<file path="src/rtl/autorepeat_control.sv">
// Auto-repeat controller for up to eight independent push buttons.
// A press gives one immediate increment step. Holding the button past a delay
// starts repeated steps, first at a slow rate and then at a fast rate. With
// LATCH set, a release during auto-repeat keeps it running until the next press.
// Each step leaves as a one-cycle pulse on target A or target B, chosen by sel.
module autorepeat_control #(
  parameter int CH           = 2,
  parameter int DELAY_TICKS  = 2,
  parameter int REPEAT_TICKS = 1,
  parameter int FAST_TICKS   = 1,
  parameter int FAST_AFTER   = 4,
  parameter int LATCH        = 1
) (
  input  logic          ck,
  input  logic          reset_n,
  input  logic          tick,
  input  logic [CH-1:0] btn,
  input  logic          sel,
  output logic [CH-1:0] up_a,
  output logic [CH-1:0] up_b,
  output logic [CH-1:0] auto_on
);

  typedef enum logic [2:0] {
    ST_IDLE       = 3'd0,
    ST_HOLD_WAIT  = 3'd1,
    ST_AUTO_HELD  = 3'd2,
    ST_AUTO_LATCH = 3'd3,
    ST_STOP       = 3'd4
  } state_t;

  // Thresholds are compared against the counter value before it increments,
  // so each one is stored as "period minus one".
  localparam logic [7:0] DELAY_LAST   = 8'(DELAY_TICKS - 1);
  localparam logic [7:0] REPEAT_LAST  = 8'(REPEAT_TICKS - 1);
  localparam logic [7:0] FAST_LAST    = 8'(FAST_TICKS - 1);
  localparam logic [3:0] FAST_AFTER_C = 4'(FAST_AFTER);
  localparam logic       LATCH_EN     = (LATCH != 0);

  // Step counter increment that stops at 15, so a long hold never drops back to the slow rate.
  function automatic logic [3:0] sat_inc(input logic [3:0] v);
    logic [3:0] r;
    if (v == 4'd15) begin
      r = v;
    end else begin
      r = v + 4'd1;
    end
    return r;
  endfunction

  logic [CH-1:0] step_all_s;
  logic [CH-1:0] auto_all_s;
  logic [CH-1:0] up_a_r;
  logic [CH-1:0] up_b_r;
  logic [CH-1:0] auto_on_r;

  for (genvar i = 0; i < CH; i++) begin : g_ch
    state_t     state_r;
    state_t     state_s;
    logic [7:0] tcnt_r;
    logic [7:0] tcnt_s;
    logic [3:0] scnt_r;
    logic [3:0] scnt_s;
    logic       step_s;
    logic [7:0] period_last_s;
    logic       rep_fire_s;

    // Slow period until FAST_AFTER steps have gone out, fast period after that.
    assign period_last_s = (scnt_r < FAST_AFTER_C) ? REPEAT_LAST : FAST_LAST;
    assign rep_fire_s    = (tcnt_r == period_last_s);

    // Next-state and step decision for this channel. A button edge takes priority over a tick.
    always_comb begin
      state_s = state_r;
      tcnt_s  = tcnt_r;
      scnt_s  = scnt_r;
      step_s  = 1'b0;
      case (state_r)
        ST_IDLE: begin
          if (btn[i]) begin
            step_s  = 1'b1;
            state_s = ST_HOLD_WAIT;
            tcnt_s  = 8'd0;
            scnt_s  = 4'd0;
          end else begin
            state_s = ST_IDLE;
          end
        end
        ST_HOLD_WAIT: begin
          if (!btn[i]) begin
            state_s = ST_IDLE;
          end else if (tick) begin
            if (tcnt_r == DELAY_LAST) begin
              state_s = ST_AUTO_HELD;
              tcnt_s  = 8'd0;
            end else begin
              tcnt_s = tcnt_r + 8'd1;
            end
          end else begin
            tcnt_s = tcnt_r;
          end
        end
        ST_AUTO_HELD, ST_AUTO_LATCH: begin
          if ((state_r == ST_AUTO_HELD) && !btn[i]) begin
            state_s = LATCH_EN ? ST_AUTO_LATCH : ST_IDLE;
          end else if ((state_r == ST_AUTO_LATCH) && btn[i]) begin
            state_s = ST_STOP;
          end else if (tick) begin
            if (rep_fire_s) begin
              step_s = 1'b1;
              tcnt_s = 8'd0;
              scnt_s = sat_inc(scnt_r);
            end else begin
              tcnt_s = tcnt_r + 8'd1;
            end
          end else begin
            tcnt_s = tcnt_r;
          end
        end
        ST_STOP: begin
          if (!btn[i]) begin
            state_s = ST_IDLE;
          end else begin
            state_s = ST_STOP;
          end
        end
        default: begin
          state_s = ST_IDLE;
          tcnt_s  = 8'd0;
          scnt_s  = 4'd0;
        end
      endcase
    end

    // Per-channel state and counter registers.
    always_ff @(posedge ck or negedge reset_n) begin
      if (!reset_n) begin
        state_r <= ST_IDLE;
        tcnt_r  <= 8'd0;
        scnt_r  <= 4'd0;
      end else begin
        state_r <= state_s;
        tcnt_r  <= tcnt_s;
        scnt_r  <= scnt_s;
      end
    end

    assign step_all_s[i] = step_s;
    assign auto_all_s[i] = (state_s == ST_AUTO_HELD) || (state_s == ST_AUTO_LATCH);
  end

  // Output registers. sel in the deciding cycle picks the target, so only one target fires per step.
  always_ff @(posedge ck or negedge reset_n) begin
    if (!reset_n) begin
      up_a_r    <= {CH{1'b0}};
      up_b_r    <= {CH{1'b0}};
      auto_on_r <= {CH{1'b0}};
    end else begin
      up_a_r    <= step_all_s & {CH{sel}};
      up_b_r    <= step_all_s & {CH{~sel}};
      auto_on_r <= auto_all_s;
    end
  end

  assign up_a    = up_a_r;
  assign up_b    = up_b_r;
  assign auto_on = auto_on_r;

endmodule

</file>
<file path="config.mk">
export PLATFORM = sky130hd
export DESIGN_NAME = autorepeat_control
export DESIGN_NICKNAME = d
export VERILOG_FILES = /design/src/rtl/autorepeat_control.sv
export SDC_FILE = /design/constraint.sdc
export NUM_CORES = 1
export LEC_CHECK = 0
export CAP_MARGIN = 30
export CORE_AREA = 2 2 86 63
export DETAILED_ROUTE_END_ITERATION = 7
export DIE_AREA = 0 0 88 65
export PLACE_DENSITY_LB_ADDON = 0.08
export SLEW_MARGIN = 20
export SYNTH_ARGS = -nofsm -noshare
export SYNTH_HDL_FRONTEND = slang
export SYNTH_SLANG_ARGS = --single-unit
</file>
<file path="constraint.sdc">
create_clock -name ck -period 2.01 [get_ports ck]
set_clock_uncertainty 0.05 [all_clocks]
set_input_delay 0.402 -clock ck [delete_from_list [all_inputs] [get_ports ck]]
set_output_delay 0.402 -clock ck [all_outputs]
set_load 0.05 [all_outputs]
</file>
==> results.md <==
- Dominant cell type by area after synthesis: dfrtp_1
- Category of the critical setup timing path: reg2reg
- Net Sw Power: 0.996 mW
- Largest fanout of any net on the critical path: 8
- Cell Chain, Critical Path: inv_2, ha_2, or4b_4, o22ai_4, a311oi_4, nor2b_4, mux2_4
- Maximum vdd drop: 0.000349 V
- Number of enable-type register cells in the synthesized netlist: 0
- Grt total ovfl: 0
- Final worst-path cycle share: 97.6%
- Clock edge transition at the registers on the reported setup and hold paths: 110 ps
- Switching share of total power: 38.6%
- Number of failing hold endpoints at the final stage: 0
- Total die area: 5720 um2
- Worst setup path startpoint: g_ch[1].tcnt_r[1]
- Number of remaining DRC errors: 0
- Actual slew at the worst max-slew pin: 499 ps
- Crit path max-delay family: simple AND/OR/NAND/NOR gates
- Synthesized netlist net count: 182
- Filler-free cell count of the finished design: 278
- Cell count after synthesis: 170
- CP arrival: 2070 ps
- Initial Utilization: 33.4%
- Fin worst setup slack: 48.4 ps
- Sequential power share: 31.3%
- Die span in y: 65 um
- Clock Tree Buf Depth: 2
- Area grow syn2layout: 29.6%
- Routed length per placed instance: 13.0 um
- Setup repair after global routing missed its margin: true
- Vias post-DR: 1364
- Min cycle time layout: 1960 ps
- Clock net sink count: 28
- Antenna violations before repair: 0
- Worst path slowest cell: or4b_4
- Worst endpoint required time: 2120 ps
- Startpoint type of the worst setup path: register
- Max_cap viols: 0
- Root buf cell: clkbuf_8
- F_max: 510 MHz
- Combinational group share of total power: 51.3%
- Share of final-layout standard cells stronger than drive strength 1: 31.6%
- Detailed Place HPWL: 2730 um
- Pre-CTS worst setup slack: -345 ps
- GRT Total Usage: 14.2%
- Internal power: 1.59 mW
- Number of instances in the placed design: 271
- Gp weighted congestion: 0.788
- Cell Pwr Density: 1200 nW/um2
- Slowest Stage Delay on Critical Path: 470 ps
- Port Buf Inserts: 11
- Die outline width: 88 um
- Fraction of the core area covered by cells at the end of the flow: 43.3%
- Result of the run: completed
- ANT cells: 0
- Clk_lat worst skew: 280 ps
- Sequential-to-total area share from yosys stat: 42.1%
- Cell with the most instances after synthesis: dfrtp_1
- Count of antenna-violating nets left after detailed routing: 0
- Number of different library cells in the post-synthesis netlist: 45
- R2r startpoint: g_ch[1].tcnt_r[1]
- Buffers plus inverters on the worst setup path: 1
- Kind of end point of the critical path: register
- Standard cell core area: 4980 um2
- Top_reg_cell synth: dfrtp_1
- Lkg Pwr: 0.985 nW
- Yosys top cell area share: 42.1%
- Initial DRT Pass Iterations: 4
- Num CTS Buffers: 3
- Via density per instance: 4.91
- Via count of the first global-routing pass: 1348
- Commonest cells in the netlist: 28 x dfrtp_1, 21 x nor2_1, 13 x nand3_1
- Total of endpoints with negative setup slack in the final report: 0
- Share of synthesized flip-flops with an asynchronous set or reset: 100%
- Relative max-transition margin: 66.7%
- Share of total power in the clock network: 17.4%
- Top Ports: 12
- Min-delay worst type: in2async
- Clock tree from TritonCTS: done
- Number of slew-limit violations in the final report: 0
- Post-synthesis instance area: 1660 um2
- Wire length of the first global-routing pass: 6390 um
- Net count of the finished layout: 219
- Avg Cell Area, Syn: 9.78 um2
- Flops & latches, synth: 28
- Hold_buf cts: 0
- H-tree depth: 1
- Site Rows: 22
- Total wirelength of the detailed-routed design: 3600 um
- Maximum number of pins on one net before global-route repair: 18
- Count of warnings emitted by yosys: 0
- Number of violations reported at the end of detailed-routing iteration 0: 81
- Biggest area contributors in the synthesized netlist: dfrtp_1 42%, nor2_1 4.7%, ha_1 4.5%, a22o_2 4.2%, nand3_1 3.9%
worst reg2reg max path, stage by stage (launching register included):
cell and delay (ps):
dfrtp_1 400, inv_2 70, ha_2 170, or4b_4 480, o22ai_4 160, a311oi_4 80
nor2b_4 200, mux2_4 250
power by group through the flow:
stage	Combinational, mW	Sequential (mW)	Clock (mW)
2_1_floorplan	0.770	0.876	0
3_3_place_gp	1.22	0.805	0
3_5_place_dp	1.23	0.806	0
4_1_cts	1.25	0.798	0.472
5_1_grt	1.45	0.830	0.490
6_report	1.32	0.808	0.449
layout by cell type (no fill, tap or decap), types with 2 or more instances in the layout:
| cell type | n |
|---|---|
| buf_4 | 29 |
| dfrtp_1 | 28 |
| nor2_1 | 21 |
| nand3_1 | 13 |
| nand2_1 | 10 |
| clkdlybuf4s50_1 | 10 |
| a21oi_1 | 9 |
| inv_1 | 8 |
| a22o_2 | 7 |
| xor2_1 | 6 |
| a21o_2 | 6 |
| nor2b_1 | 5 |
| ha_1 | 5 |
| nor3b_1 | 3 |
| and3_1 | 3 |
| o21ai_0 | 3 |
| clkbuf_8 | 3 |
| a311oi_1 | 2 |
| nand2b_1 | 2 |
| a21bo_2 | 2 |
| nand4_1 | 2 |
| or2_2 | 2 |
final cells by class:
| cell class | count | area (um2) |
|---|---|---|
| Multi-Input combinational cell | 125 | 930 |
| Inverter | 9 | 33.8 |
| Clock inverter | 1 | 30.0 |
| Fill cell | 473 | 2830 |
| Timing Repair Buffer | 40 | 330 |
| Sequential cell | 28 | 701 |
| Tap cell | 72 | 90.1 |
| Clock buffer | 3 | 41.3 |
state kept, by name, indices dropped and copies added (netlist names):
name          cells
g_ch.tcnt_r      16
g_ch.state_r      6
auto_on           2
up_a              2
up_b              2
path summary, 6_finish.rpt:
kind	end	cells past startpoint	slack [ps]
min reg2reg	g_ch[0].tcnt_r[7]	2	520
min in group ck	g_ch[0].tcnt_r[7]	2	520
min	g_ch[1].tcnt_r[3]	2	390
max	g_ch[1].tcnt_r[0]	7	50
max reg2reg	g_ch[1].tcnt_r[0]	7	50
max in group asynchronous	g_ch[1].state_r[2]	2	1290
layer usage:
layer  share of wire (%)  GRT usage, %  up-vias
met3                 3.6          3.57        2
met1                  51          20.4      652
met4                0.50          2.88        0
met5                   0             0        -
met2                  45          21.6       27
li1                    -             -      683
logic make-up after synthesis:
kind of cell             count (synthesis)  share of synthesized area [%]
buffers and inverters                   17                           5.04
XOR/XNOR                                 6                           3.16
AO/OA/AOI/OAI                           40                           20.2
flip-flops                              28                           42.1
multiplexers                             1                          0.903
adder cells (fa/ha/maj)                  6                           4.51
AND/OR/NAND/NOR                         72                           24.0
what timing repair did:
action	in CTS	in global routing
gates resized for setup	2	8
pin swaps	1	6
buffers inserted	0	3
setup endpoints to repair	8	12
stage by stage:
step	power, mW	hold slack [ps]	setup TNS [ps]	instance area (um2)
6_report	2.58	395	0	2160
5_1_grt	2.77	406	-104	2160
2_1_floorplan	1.65	56.4	0	1660
4_1_cts	2.52	395	0	2090
3_3_place_gp	2.02	484	-3120	2010
3_5_place_dp	2.04	506	-3720	2010
Power figures use the tool's default switching activity.
